### src/rtl/axi_lite_arb_pkg.sv
// Shared types and constants for the round-robin AXI-Lite master.
package axi_lite_arb_pkg;

    typedef enum logic [2:0] {
        IDLE,
        WR_REQ,
        WR_RSP,
        RD_REQ,
        RD_RSP,
        DONE
    } state_e;

    localparam logic [1:0] RESP_OKAY   = 2'b00;
    localparam logic [1:0] RESP_SLVERR = 2'b10;

endpackage

### src/rtl/axi_if.sv
// Single AXI-Lite bus bundle shared between one master and one slave.
interface axi_if #(
    parameter int ADDR_W = 32,
    parameter int DATA_W = 32
) ();
    logic              awvalid;
    logic              awready;
    logic [ADDR_W-1:0] awaddr;
    logic              wvalid;
    logic              wready;
    logic [DATA_W-1:0] wdata;
    logic              bvalid;
    logic              bready;
    logic [1:0]        bresp;
    logic              arvalid;
    logic              arready;
    logic [ADDR_W-1:0] araddr;
    logic              rvalid;
    logic              rready;
    logic [DATA_W-1:0] rdata;
    logic [1:0]        rresp;

    modport master (
        output awvalid, awaddr, wvalid, wdata, bready, arvalid, araddr, rready,
        input  awready, wready, bvalid, bresp, arready, rvalid, rdata, rresp
    );

    modport slave (
        input  awvalid, awaddr, wvalid, wdata, bready, arvalid, araddr, rready,
        output awready, wready, bvalid, bresp, arready, rvalid, rdata, rresp
    );
endinterface

### src/rtl/axi_lite_rr_master_rr_grant.sv
// Combinational round-robin picker: first valid requester at or after rr_ptr.
module rr_grant #(
    parameter int NUM_REQ = 2,
    parameter int PTR_W   = (NUM_REQ > 1) ? $clog2(NUM_REQ) : 1
) (
    input  logic [NUM_REQ-1:0] req_valid,
    input  logic [PTR_W-1:0]   rr_ptr,
    output logic               grant_valid,
    output logic [PTR_W-1:0]   grant_idx
);

    logic [NUM_REQ-1:0] rotated;
    logic [PTR_W:0]     sum;

    // Rotate so bit 0 is the requester at rr_ptr, take the lowest set bit,
    // then map the offset back to an absolute index modulo NUM_REQ.
    always_comb begin
        rotated     = NUM_REQ'({req_valid, req_valid} >> rr_ptr);
        grant_valid = |rotated;
        sum         = '0;
        for (int i = NUM_REQ - 1; i >= 0; i--) begin
            if (rotated[i]) begin
                sum = {1'b0, rr_ptr} + (PTR_W+1)'(i);
            end
        end
        if (sum >= (PTR_W+1)'(NUM_REQ)) begin
            sum = sum - (PTR_W+1)'(NUM_REQ);
        end
        grant_idx = sum[PTR_W-1:0];
    end

endmodule

### src/rtl/axi_lite_rr_master.sv
// Round-robin AXI-Lite master: grants one requester at a time and runs a
// single-beat read or write on the shared bus, returning the response.
module axi_lite_rr_master
    import axi_lite_arb_pkg::*;
#(
    parameter int NUM_REQ = 2,
    parameter int ADDR_W  = 32,
    parameter int DATA_W  = 32
) (
    input  logic                      clk,
    input  logic                      rst_n,
    input  logic [NUM_REQ-1:0]        req_valid,
    output logic [NUM_REQ-1:0]        req_ready,
    input  logic [NUM_REQ-1:0]        req_write,
    input  logic [NUM_REQ*ADDR_W-1:0] req_addr,
    input  logic [NUM_REQ*DATA_W-1:0] req_wdata,
    output logic [NUM_REQ-1:0]        rsp_valid,
    output logic [DATA_W-1:0]         rsp_rdata,
    output logic [1:0]                rsp_resp,
    axi_if.master                     dif
);

    localparam int PTR_W = (NUM_REQ > 1) ? $clog2(NUM_REQ) : 1;

    state_e            state, state_next;
    logic [PTR_W-1:0]  rr_ptr, gnt_idx, cur_idx, next_ptr;
    logic              grant_valid;
    logic [ADDR_W-1:0] lat_addr;
    logic [DATA_W-1:0] lat_wdata;
    logic [DATA_W-1:0] cap_rdata;
    logic [1:0]        cap_resp;

    rr_grant #(.NUM_REQ(NUM_REQ), .PTR_W(PTR_W)) u_grant (
        .req_valid   (req_valid),
        .rr_ptr      (rr_ptr),
        .grant_valid (grant_valid),
        .grant_idx   (gnt_idx)
    );

    assign next_ptr   = (gnt_idx == PTR_W'(NUM_REQ - 1)) ? '0 : gnt_idx + 1'b1;
    assign dif.awaddr = lat_addr;
    assign dif.araddr = lat_addr;
    assign dif.wdata  = lat_wdata;
    assign rsp_rdata  = cap_rdata;
    assign rsp_resp   = cap_resp;

    always_ff @(posedge clk or negedge rst_n) begin
        if (!rst_n) state <= IDLE;
        else        state <= state_next;
    end

    // AW and W are raised and dropped together because the slave only
    // commits a write on a same-cycle handshake of both channels.
    always_comb begin
        state_next  = state;
        req_ready   = '0;
        rsp_valid   = '0;
        dif.awvalid = 1'b0;
        dif.wvalid  = 1'b0;
        dif.bready  = 1'b0;
        dif.arvalid = 1'b0;
        dif.rready  = 1'b0;
        case (state)
            IDLE: begin
                if (grant_valid) begin
                    req_ready[gnt_idx] = 1'b1;
                    state_next = req_write[gnt_idx] ? WR_REQ : RD_REQ;
                end
            end
            WR_REQ: begin
                dif.awvalid = 1'b1;
                dif.wvalid  = 1'b1;
                if (dif.awready && dif.wready) state_next = WR_RSP;
            end
            WR_RSP: begin
                dif.bready = 1'b1;
                if (dif.bvalid) state_next = DONE;
            end
            RD_REQ: begin
                dif.arvalid = 1'b1;
                if (dif.arready) state_next = RD_RSP;
            end
            RD_RSP: begin
                dif.rready = 1'b1;
                if (dif.rvalid) state_next = DONE;
            end
            DONE: begin
                rsp_valid[cur_idx] = 1'b1;
                state_next = IDLE;
            end
            default: state_next = IDLE;
        endcase
    end

    always_ff @(posedge clk or negedge rst_n) begin
        if (!rst_n) begin
            rr_ptr    <= '0;
            cur_idx   <= '0;
            lat_addr  <= '0;
            lat_wdata <= '0;
            cap_rdata <= '0;
            cap_resp  <= RESP_OKAY;
        end else begin
            case (state)
                IDLE: begin
                    if (grant_valid) begin
                        cur_idx   <= gnt_idx;
                        lat_addr  <= req_addr[gnt_idx*ADDR_W +: ADDR_W];
                        lat_wdata <= req_wdata[gnt_idx*DATA_W +: DATA_W];
                        rr_ptr    <= next_ptr;
                    end
                end
                WR_RSP: begin
                    if (dif.bvalid) begin
                        cap_rdata <= '0;
                        cap_resp  <= dif.bresp;
                    end
                end
                RD_RSP: begin
                    if (dif.rvalid) begin
                        cap_rdata <= dif.rdata;
                        cap_resp  <= dif.rresp;
                    end
                end
                default: ;
            endcase
        end
    end

endmodule

### src/flat_wrapper.sv
// flat-port wrapper written by rule: the top's interface ports become plain ports
module axi_lite_rr_master_flat import axi_lite_arb_pkg::*;
#(
    parameter int NUM_REQ = 2,
    parameter int ADDR_W  = 32,
    parameter int DATA_W  = 32
)
  (clk, rst_n, req_valid, req_ready, req_write, req_addr, req_wdata, rsp_valid, rsp_rdata, rsp_resp, dif_awvalid, dif_awaddr, dif_wvalid, dif_wdata, dif_bready, dif_arvalid, dif_araddr, dif_rready, dif_awready, dif_wready, dif_bvalid, dif_bresp, dif_arready, dif_rvalid, dif_rdata, dif_rresp);
  axi_if #(.ADDR_W(ADDR_W), .DATA_W(DATA_W)) dif_i ();
  input  logic clk;
  input  logic rst_n;
  input  logic [NUM_REQ-1:0] req_valid;
  output logic [NUM_REQ-1:0] req_ready;
  input  logic [NUM_REQ-1:0] req_write;
  input  logic [NUM_REQ*ADDR_W-1:0] req_addr;
  input  logic [NUM_REQ*DATA_W-1:0] req_wdata;
  output logic [NUM_REQ-1:0] rsp_valid;
  output logic [DATA_W-1:0] rsp_rdata;
  output logic [1:0] rsp_resp;
  output wire logic [$bits(dif_i.awvalid)-1:0] dif_awvalid;
  output wire logic [$bits(dif_i.awaddr)-1:0] dif_awaddr;
  output wire logic [$bits(dif_i.wvalid)-1:0] dif_wvalid;
  output wire logic [$bits(dif_i.wdata)-1:0] dif_wdata;
  output wire logic [$bits(dif_i.bready)-1:0] dif_bready;
  output wire logic [$bits(dif_i.arvalid)-1:0] dif_arvalid;
  output wire logic [$bits(dif_i.araddr)-1:0] dif_araddr;
  output wire logic [$bits(dif_i.rready)-1:0] dif_rready;
  input wire logic [$bits(dif_i.awready)-1:0] dif_awready;
  input wire logic [$bits(dif_i.wready)-1:0] dif_wready;
  input wire logic [$bits(dif_i.bvalid)-1:0] dif_bvalid;
  input wire logic [$bits(dif_i.bresp)-1:0] dif_bresp;
  input wire logic [$bits(dif_i.arready)-1:0] dif_arready;
  input wire logic [$bits(dif_i.rvalid)-1:0] dif_rvalid;
  input wire logic [$bits(dif_i.rdata)-1:0] dif_rdata;
  input wire logic [$bits(dif_i.rresp)-1:0] dif_rresp;
  assign dif_awvalid = dif_i.awvalid;
  assign dif_awaddr = dif_i.awaddr;
  assign dif_wvalid = dif_i.wvalid;
  assign dif_wdata = dif_i.wdata;
  assign dif_bready = dif_i.bready;
  assign dif_arvalid = dif_i.arvalid;
  assign dif_araddr = dif_i.araddr;
  assign dif_rready = dif_i.rready;
  assign dif_i.awready = dif_awready;
  assign dif_i.wready = dif_wready;
  assign dif_i.bvalid = dif_bvalid;
  assign dif_i.bresp = dif_bresp;
  assign dif_i.arready = dif_arready;
  assign dif_i.rvalid = dif_rvalid;
  assign dif_i.rdata = dif_rdata;
  assign dif_i.rresp = dif_rresp;
  axi_lite_rr_master #(.NUM_REQ(NUM_REQ), .ADDR_W(ADDR_W), .DATA_W(DATA_W)) u_core (.clk(clk), .rst_n(rst_n), .req_valid(req_valid), .req_ready(req_ready), .req_write(req_write), .req_addr(req_addr), .req_wdata(req_wdata), .rsp_valid(rsp_valid), .rsp_rdata(rsp_rdata), .rsp_resp(rsp_resp), .dif(dif_i));
endmodule
### config.mk
export PLATFORM = sky130hd
export DESIGN_NAME = axi_lite_rr_master_flat
export DESIGN_NICKNAME = d
export VERILOG_FILES = /design/src/rtl/axi_lite_arb_pkg.sv /design/src/rtl/axi_if.sv /design/src/rtl/axi_lite_rr_master_rr_grant.sv /design/src/rtl/axi_lite_rr_master.sv /design/src/flat_wrapper.sv
export SDC_FILE = /design/constraint.sdc
export NUM_CORES = 1
export LEC_CHECK = 0
export CAP_MARGIN = 20
export CORE_AREA = 2 2 121 123
export DETAILED_ROUTE_END_ITERATION = 7
export DIE_AREA = 0 0 123 125
export PLACE_DENSITY_LB_ADDON = 0.05
export RECOVER_POWER = 25
export SETUP_SLACK_MARGIN = 0.2
export SLEW_MARGIN = 25
export SYNTH_ARGS = -nofsm -noshare
export SYNTH_HDL_FRONTEND = slang
export SYNTH_SLANG_ARGS = --single-unit
export TNS_END_PERCENT = 1
### constraint.sdc
create_clock -name clk -period 3.6 [get_ports clk]
set_clock_uncertainty 0.05 [all_clocks]
set_input_delay 0.72 -clock clk [delete_from_list [all_inputs] [get_ports clk]]
set_output_delay 0.72 -clock clk [all_outputs]
set_load 0.02 [all_outputs]
; Word-level counts from Yosys, hierarchy flattened
; Index checks and enable logic that the tools add are counted.
[word_totals]
reg_bits = 103
latch_bits = 0
mem_bits_rw = 0
romBits = 0
input_bits = 175
output_inout_bits = 139
word_cells = 67
n_memories = 0
[classes]
n_addsub = 3
n_mul = 0
div_mod_pow = 0
order_cmp = 5
eq_ne = 10
shift = 3
mux = 30
bitwise = 0
reduce_logical = 9
[op_table]
columns = operator, n
row1 = indexed part select 64 x 7 -> 32 bit, 2
row2 = 2-to-1 mux 32 bit, 2
row3 = case mux 32 bit (2 select lines), 1
row4 = 2-to-1 mux 2 bit, 8
row5 = 2-to-1 mux 3 bit, 5
row6 = case mux 3 bit (5 select lines), 1
row7 = 2-to-1 mux 1 bit, 10
row8 = equality test 3 x 2 -> 1 bit (second input constant), 2
row9 = equality test 3 bit (second input constant), 2
row10 = inequality test 2 bit (second input constant), 3
row11 = AND reduction 5 bit, 1
row12 = < comparator 1 x 2 -> 1 bit (second input constant), 2
row13 = inequality test 2 x 1 -> 1 bit (second input constant), 2
row14 = case mux 2 bit (2 select lines), 1
row15 = right shift 4 x 1 -> 2 bit, 1
row16 = equality test 3 x 1 -> 1 bit (second input constant), 1
row17 = logical AND 1 bit, 3
row18 = logical NOT 3 bit, 1
row19 = AND reduction 3 bit, 1
row20 = adder 1 x 1 -> 2 bit (second input constant), 1
row21 = demux 1 bit (select 1 bit), 2
row22 = greater-or-equal comparator 1 bit (second input constant), 2
row23 = greater-or-equal comparator 2 bit (second input constant), 1
row24 = AND reduction 2 bit, 1
row25 = 4 further kinds, 4

; Longest topological paths before layout
; Gate-level depths: netlist of run 1.
[logic_depth]
word_depth = 11
mapped_depth = 6
mapped_depth_nobuf = 3

; By module
; From an unflattened synthesis of run 1, not the netlist that was laid out.
[hier_totals]
cells_unflattened = 438
area_unflattened_um2 = 4818.4
[by_module_without_submodules]
columns = mod, n_inst, cells_per_inst, area_per_inst_um2, seq_area_each_um2
row1 = axi_lite_rr_master, 1, 435, 4800.9, 2577.5
row2 = rr_grant, 1, 3, 17.5, 0.0

; Worst setup path before layout of run 1
; Ideal clock, no wire load.
[synth_path]
kind = reg-to-output
from = reg u_core.state[1]
to = out dif_wvalid
arrival_ps = 1460
required_time_ps = 2830
slack_ps = 1370
stages_incl_launch_ff = 4
path_buffers = 2
cell_sequence = dfrtp_1 clkbuf_1 nor3_1 buf_4
[synth_between]
elab_chain_cells = 2
[synth_rtl]
columns = item, line_no
row1 = "start, declared", axi_lite_rr_master.sv:25  ; state_e state, state_next;
row2 = "start signal, assigned", axi_lite_rr_master.sv:49  ; else state <= state_next;
row3 = equality test 3 x 1 -> 1 bit, n/a
row4 = 2-to-1 mux 1 bit, n/a
row5 = "end, declared", flat_wrapper.sv:22  ; output wire logic [$bits(dif_i.wvalid)-1:0] dif_wvalid;
; No other way between the ends.

; Final worst setup path of run 1
[layout_path]
from = in req_valid[0]
to = out req_ready[1]
[layout_between]
elab_chain_cells = 11
elab_cells_between_ends = 14
classes_between = add/sub: 1 / order compare: 3 / shift: 1 / mux: 7 / reduce/logical: 2
[layout_rtl]
columns = item, line_no
row1 = "start, declared", flat_wrapper.sv:12  ; input logic [NUM_REQ-1:0] req_valid;
row2 = right shift 4 x 1 -> 2 bit *, axi_lite_rr_master_rr_grant.sv:18  ; rotated = NUM_REQ'({req_valid, req_valid} >> rr_ptr);
row3 = 2-to-1 mux 2 bit (2 in a row), axi_lite_rr_master_rr_grant.sv:22  ; if (rotated[i]) begin
row4 = greater-or-equal comparator 2 bit or subtractor 1 bit (tied branches), "axi_lite_rr_master_rr_grant.sv:26, axi_lite_rr_master_rr_grant.sv:27"
row5 = 2-to-1 mux 1 bit, axi_lite_rr_master_rr_grant.sv:26  ; if (sum >= (PTR_W+1)'(NUM_REQ)) begin
row6 = < comparator 1 x 2 -> 1 bit (not written as such) or greater-or-equal comparator 1 bit (tied branches), axi_lite_rr_master.sv:66  ; req_ready[gnt_idx] = 1'b1;
row7 = logical AND 1 bit (not written as such), axi_lite_rr_master.sv:66
row8 = 2-to-1 mux 1 bit (not written as such), axi_lite_rr_master.sv:66
row9 = demux 1 bit (select 1 bit), n/a
row10 = 2-to-1 mux 2 bit *, axi_lite_rr_master.sv:65  ; if (grant_valid) begin
row11 = 2-to-1 mux 2 bit *, axi_lite_rr_master.sv:63  ; case (state)
row12 = "end, declared", flat_wrapper.sv:13  ; output logic [NUM_REQ-1:0] req_ready;
; Every way passes the cells marked *; elsewhere a longest branch is shown, timed or not.

==> results of run 1 <==
-- kinds of logic (layout without fill, tap and decap cells) --
logic type	count (synthesis)	in the layout	share of synthesized area
buf+inv	73	339	0.100
flops	103	103	0.542
simple gates	26	26	0.0355
compound gates	170	170	0.311
mux	5	5	0.0116
-- layout make-up --
| type | count | area share |
|---|---|---|
| Timing Repair Buffer | 321 | 0.398 |
| Sequential cell | 103 | 0.322 |
| Multi-Input combinational cell | 201 | 0.213 |
| Clock buffer | 13 | 0.0313 |
| Tap cell | 184 | 0.0288 |
| Clock inverter | 3 | 0.00532 |
| Inverter | 2 | 0.000939 |
-- worst max-delay path by stage --
stage / slack (ns) / start / end / cells after the start
after floorplan: 1.37 / u_core.state[1] / dif_wvalid / 3
final: 0.72 / req_valid[0] / req_ready[1] / 4
after CTS: 0.72 / req_valid[0] / req_ready[1] / 4
after detailed placement: 0.72 / req_valid[0] / req_ready[1] / 4
after global routing: 0.34 / rst_n / u_core.dif.wdata[26] / 2
after global placement: 0.72 / req_valid[0] / req_ready[1] / 4
-- report_power, final --
part,switching [uW],internal [uW],total (uW)
registers,366,1660,2030
clock network,424,558,982
logic,1850,1950,3800
total,2640,4170,6810
-- sequential cells by signal (all words and copies together) (netlist names) --
signal / cells
u_core.dif.wdata: 32
u_core.state: 3
u_core.rsp_resp: 2
u_core.rsp_rdata: 32
u_core.dif.araddr: 32
u_core.cur_idx: 1
u_core.rr_ptr: 1
-- synth_stat cells (2+ instances only) --
master / instances / area share
nor2_1: 2 / 0.0016
a21boi_1: 9 / 0.014
clkbuf_1: 8 / 0.0063
and3b_1: 2 / 0.0037
a21oi_1: 2 / 0.0021
buf_6: 4 / 0.0095
nand2b_1: 3 / 0.0039
mux2_2: 2 / 0.0047
a221o_1: 64 / 0.13
nand2_1: 5 / 0.0039
nor3_1: 2 / 0.0021
a21boi_0: 55 / 0.087
buf_2: 19 / 0.020
and3_1: 2 / 0.0026
o31ai_1: 2 / 0.0032
buf_4: 40 / 0.063
a22o_1: 32 / 0.059
dfrtp_1: 103 / 0.54
mux2_1: 2 / 0.0047
a21o_1: 2 / 0.0032
-- layer usage --
| layer | share of wire | wire (um) |
|---|---|---|
| met1 | 0.40 | 6740 |
| met2 | 0.50 | 8570 |
| met3 | 0.082 | 1400 |
| met5 | 0 | 0 |
| met4 | 0.019 | 330 |
-- through the flow --
| stage | cell area, um2 | cells | power (uW) | hold WS, ns | setup slack, ns |
|---|---|---|---|---|---|
| detailed placement | 7720 | 811 | 5860 | 0.440 | 0.721 |
| finish | 8000 | 827 | 6810 | 0.455 | 0.719 |
| global placement | 7720 | 811 | 5810 | 0.439 | 0.718 |
| floorplan | 4760 | 377 | 4270 | 0.374 | 1.37 |
| CTS | 8020 | 827 | 6890 | 0.370 | 0.716 |
| global route | 8000 | 827 | 7230 | 0.476 | 0.336 |
==> results.toml, run 1 <==
[synthesis]
synth.yosys.seq_area_share = 0.542
async_flop_share = 1.00
netlist_instances = 377
synthDistinctLibCells = 37
synth_edf_count = 0
ys_ff_latch = 103
synth_ff_type = "dfrtp_1"
synth.avg_cell_area_um2 = 12.6
netlist_area_mm2 = 0.00476
synth_fp_nets = 552
yosys_warnings = 0

[grt]
overflow = 0
grt_max_degree = 66
grtUsageMet1 = 0.264
grt_pass1_wl_um = 25600
met3_usage = 0.0657
gr-max-usage-layer = "met2"
grt_antenna_before_repair = 0
met2_usage = 0.372
first_global_vias = 4515
track_usage = 0.218

[die]
die_w_um = 123
core-area_mm2 = 0.0142
dieArea_mm2 = 0.0154
rows = 44
start_util = 0.335
io_pins = 314
die_height_um = 125

[placement]
gp_congestion = 0.736
port_buffers = 313
hpwl_um = 11800

[sta]
setup_viol = 0
rsz0062_at_grt = "no"
timing.final.max_slew_violations = 0
fin_crit_ns = 2.88
fin_tns_setup_ns = 0
fin_crit_sh = 0.800
clock.fmax_mhz = 347
tightest_slew_ns = 1.40
slew_headroom = 0.0637
hold_viol = 0

[clocking]
cts_tree = "yes"
clk_latency_ns = 0.35
htree_num_levels = 3
cts.sinks = 103
post_cts_buffers = 0
cts_buffers = 9
clk_path_buf_depth = 2
clkTransAtPathRegs_ns = 0.06
post_cts_resized = 0
ctsHoldBuffers = 0
root_buffer = "clkbuf_16"

[critical_path]
regToRegSetupSlack_ns = 1.47
critPathKind = "input port to primary output"
r2r_cells = 4
crit_path_end_kind = "primary output"
start_kind = "input port"
max_stage_delay_ns = 0.61
critical-path-slowest-cell = "clkdlybuf4s50_1"
cp.required_ns = 2.83
r2r_start = "u_core.state[1]"
path_cells = "clkdlybuf4s50_1 > nand2b_1 > and3_2 > clkdlybuf4s50_1"
crit_fanout = 4
critPathTopFamily = "buffers and inverters"
cp_data_arrival_time_ns = 2.11
path_buf_inv = 2
r2r-end = "u_core.dif.araddr[16]"
crit_top_cell = "clkdlybuf4s50_1"

[status]
outcome = "complete, no violations"

[layout]
layout-drive-gt1-share = 0.0482
area_delta_synth_final_pct = 68.1
mostFrequentLayoutCells = "312 x clkdlybuf4s50_1, 103 x dfrtp_1, 64 x a221o_1"
multiInputGateArea_mm2 = 0.00170
layout_commonest_cell = "clkdlybuf4s50_1"
nets = 813
fill_cells = 1209
diodes = 0
seq_area_mm2 = 0.00258
final_util = 0.563

[worst_hold_path]
min_to = "u_core.rsp_rdata[15]"
min_from = "u_core.rsp_rdata[15]"
hold_path_class = "register to register"
hold_depth = 1

[power_and_ir_drop]
total_leakage_power_uw = 0.00329
powerDensity_mw_per_mm2 = 852
vdd_drop_max_mv = 0.550

[flow_run]
drv_cap = 0

[detailed_routing]
drc = 0
via_per_inst = 5.32
dr.pass1.iters = 6
routedWlPerCell_um = 20.6
antenna_left = 0
route.vias.total = 4397
drtIter0Drc = 246
routed_wl_um = 17000
Power figures use the tool's default switching activity.
==> run 2, diff against run 1 <==
CORE_AREA = not set   (was 2 2 121 123)
CORE_MARGIN = 1   (was not set)
CORE_UTILIZATION = 33   (was not set)
DIE_AREA = not set   (was 0 0 123 125)
clock period = 2.5 ns   (was 3.6 ns; I/O delays follow)
==> results.toml, run 2 (synthesis gave the netlist of run 1 again) <==
[sta]
fin_crit_sh = 0.861
timing.final.max_slew_violations = 0
slew_headroom = 0.0998
hold_viol = 0
fin_crit_ns = 2.15
fin_tns_setup_ns = 0
setup_viol = 0
tightest_slew_ns = 1.35
rsz0062_at_grt = "no"
fin_hold_ws_ns = 0.414
clock.fmax_mhz = 465

[clocking]
clkTransAtPathRegs_ns = 0.06
htree_num_levels = 3
clk_latency_ns = 0.34
cts.sinks = 103
cts_tree = "yes"
clk_path_buf_depth = 2
root_buffer = "clkbuf_16"
cts_buffers = 9
post_cts_buffers = 0
ctsHoldBuffers = 0

[detailed_routing]
drtIter0Drc = 233
routedWlPerCell_um = 20.2
antenna_left = 0
dr.pass1.iters = 6
via_per_inst = 5.27
drc = 0
routed_wl_um = 16700
route.vias.total = 4358

[grt]
track_usage = 0.219
overflow = 0
grt_max_degree = 67
grt_pass1_wl_um = 24800
grt_antenna_before_repair = 0
first_global_vias = 4522

[layout]
final_cells = 827
layout-drive-gt1-share = 0.0572
area_delta_synth_final_pct = 70.6
mostFrequentLayoutCells = "303 x clkdlybuf4s50_1, 102 x dfrtp_1, 64 x a221o_1"
diodes = 0
layout_commonest_cell = "clkdlybuf4s50_1"
stdcell_area_mm2 = 0.00812
nets = 819

[die]
io_pins = 314
rows = 43
core-area_mm2 = 0.0140
die_height_um = 122
die_w_um = 122
start_util = 0.340
dieArea_mm2 = 0.0149

[critical_path]
crit_fanout = 9
cp.required_ns = 1.95
start_kind = "register"
critPathKind = "register to primary output"
crit_path_end_kind = "primary output"
cp_data_arrival_time_ns = 1.60

[placement]
post-place-cells = 813
hpwl_um = 11700
placed_area_mm2 = 0.00779
port_buffers = 313
gp_congestion = 0.765

[worst_hold_path]
hold_path_class = "input port to asynchronous set/reset pin"

[power_and_ir_drop]
powerDensity_mw_per_mm2 = 1230
total_power_uw = 9950
vdd_drop_max_mv = 0.898
total_leakage_power_uw = 0.00347

[flow_run]
drv_cap = 0

[status]
outcome = "complete, no violations"
## run 2: path summary, 6_finish.rpt
kind	startpoint	to	slack [ns]	cells past startpoint
max	u_core.state[2]	rsp_valid[1]	0.35	3
min	rst_n	u_core.rsp_rdata[27]	0.41	1
max reg2reg	u_core.state[2]	u_core.dif.wdata[1]	0.51	4
min reg2reg	u_core.rsp_rdata[3]	u_core.rsp_rdata[3]	0.45	1
max in group asynchronous	rst_n	u_core.dif.araddr[1]	0.87	2
min in group clk	u_core.rsp_rdata[3]	u_core.rsp_rdata[3]	0.45	1
## run 2: routing by layer
layer / global-route usage / vias to the layer above / wire, um
met1: 0.266 / 2183 / 6600
met2: 0.378 / 193 / 8580
met4: 0.0739 / 0 / 284
met3: 0.0538 / 18 / 1260
li1: - / 1964 / -
met5: 0 / - / 0
## run 2: stage by stage
stage	setup WS [ns]	utilization
final	0.349	0.580
after global routing	0.228	0.580
after global placement	0.0565	0.557
after floorplan	0.490	-
after detailed placement	0.0466	0.557
after CTS	0.0250	0.580
## run 2: layout make-up
cell class | instances | area, um2
Multi-Input combinational cell | 201 | 1700
Fill cell | 1214 | 5870
Clock buffer | 11 | 253
Tap cell | 180 | 225
Timing Repair Buffer | 327 | 3280
Inverter | 2 | 7.51
Sequential cell | 103 | 2580
Clock inverter | 3 | 67.6
## run 2: what timing repair did
action,4_1_cts,5_1_grt
resized for setup,2,8
endpoints found under the setup margin,9,8
hold endpoints to repair,0,0
## run 2: power breakdown
part	switching (uW)	total (uW)	internal, uW
Clock	610	1530	922
Combinational	2690	5530	2840
Sequential	492	2890	2390
Total	3790	9950	6160
## run 2: worst max-delay path, stage by stage (launching register included)
cell,delay (ns)
dfrtp_2,0.46
inv_1,0.13
nor4b_1,0.30
dlygate4sd2_1,0.37
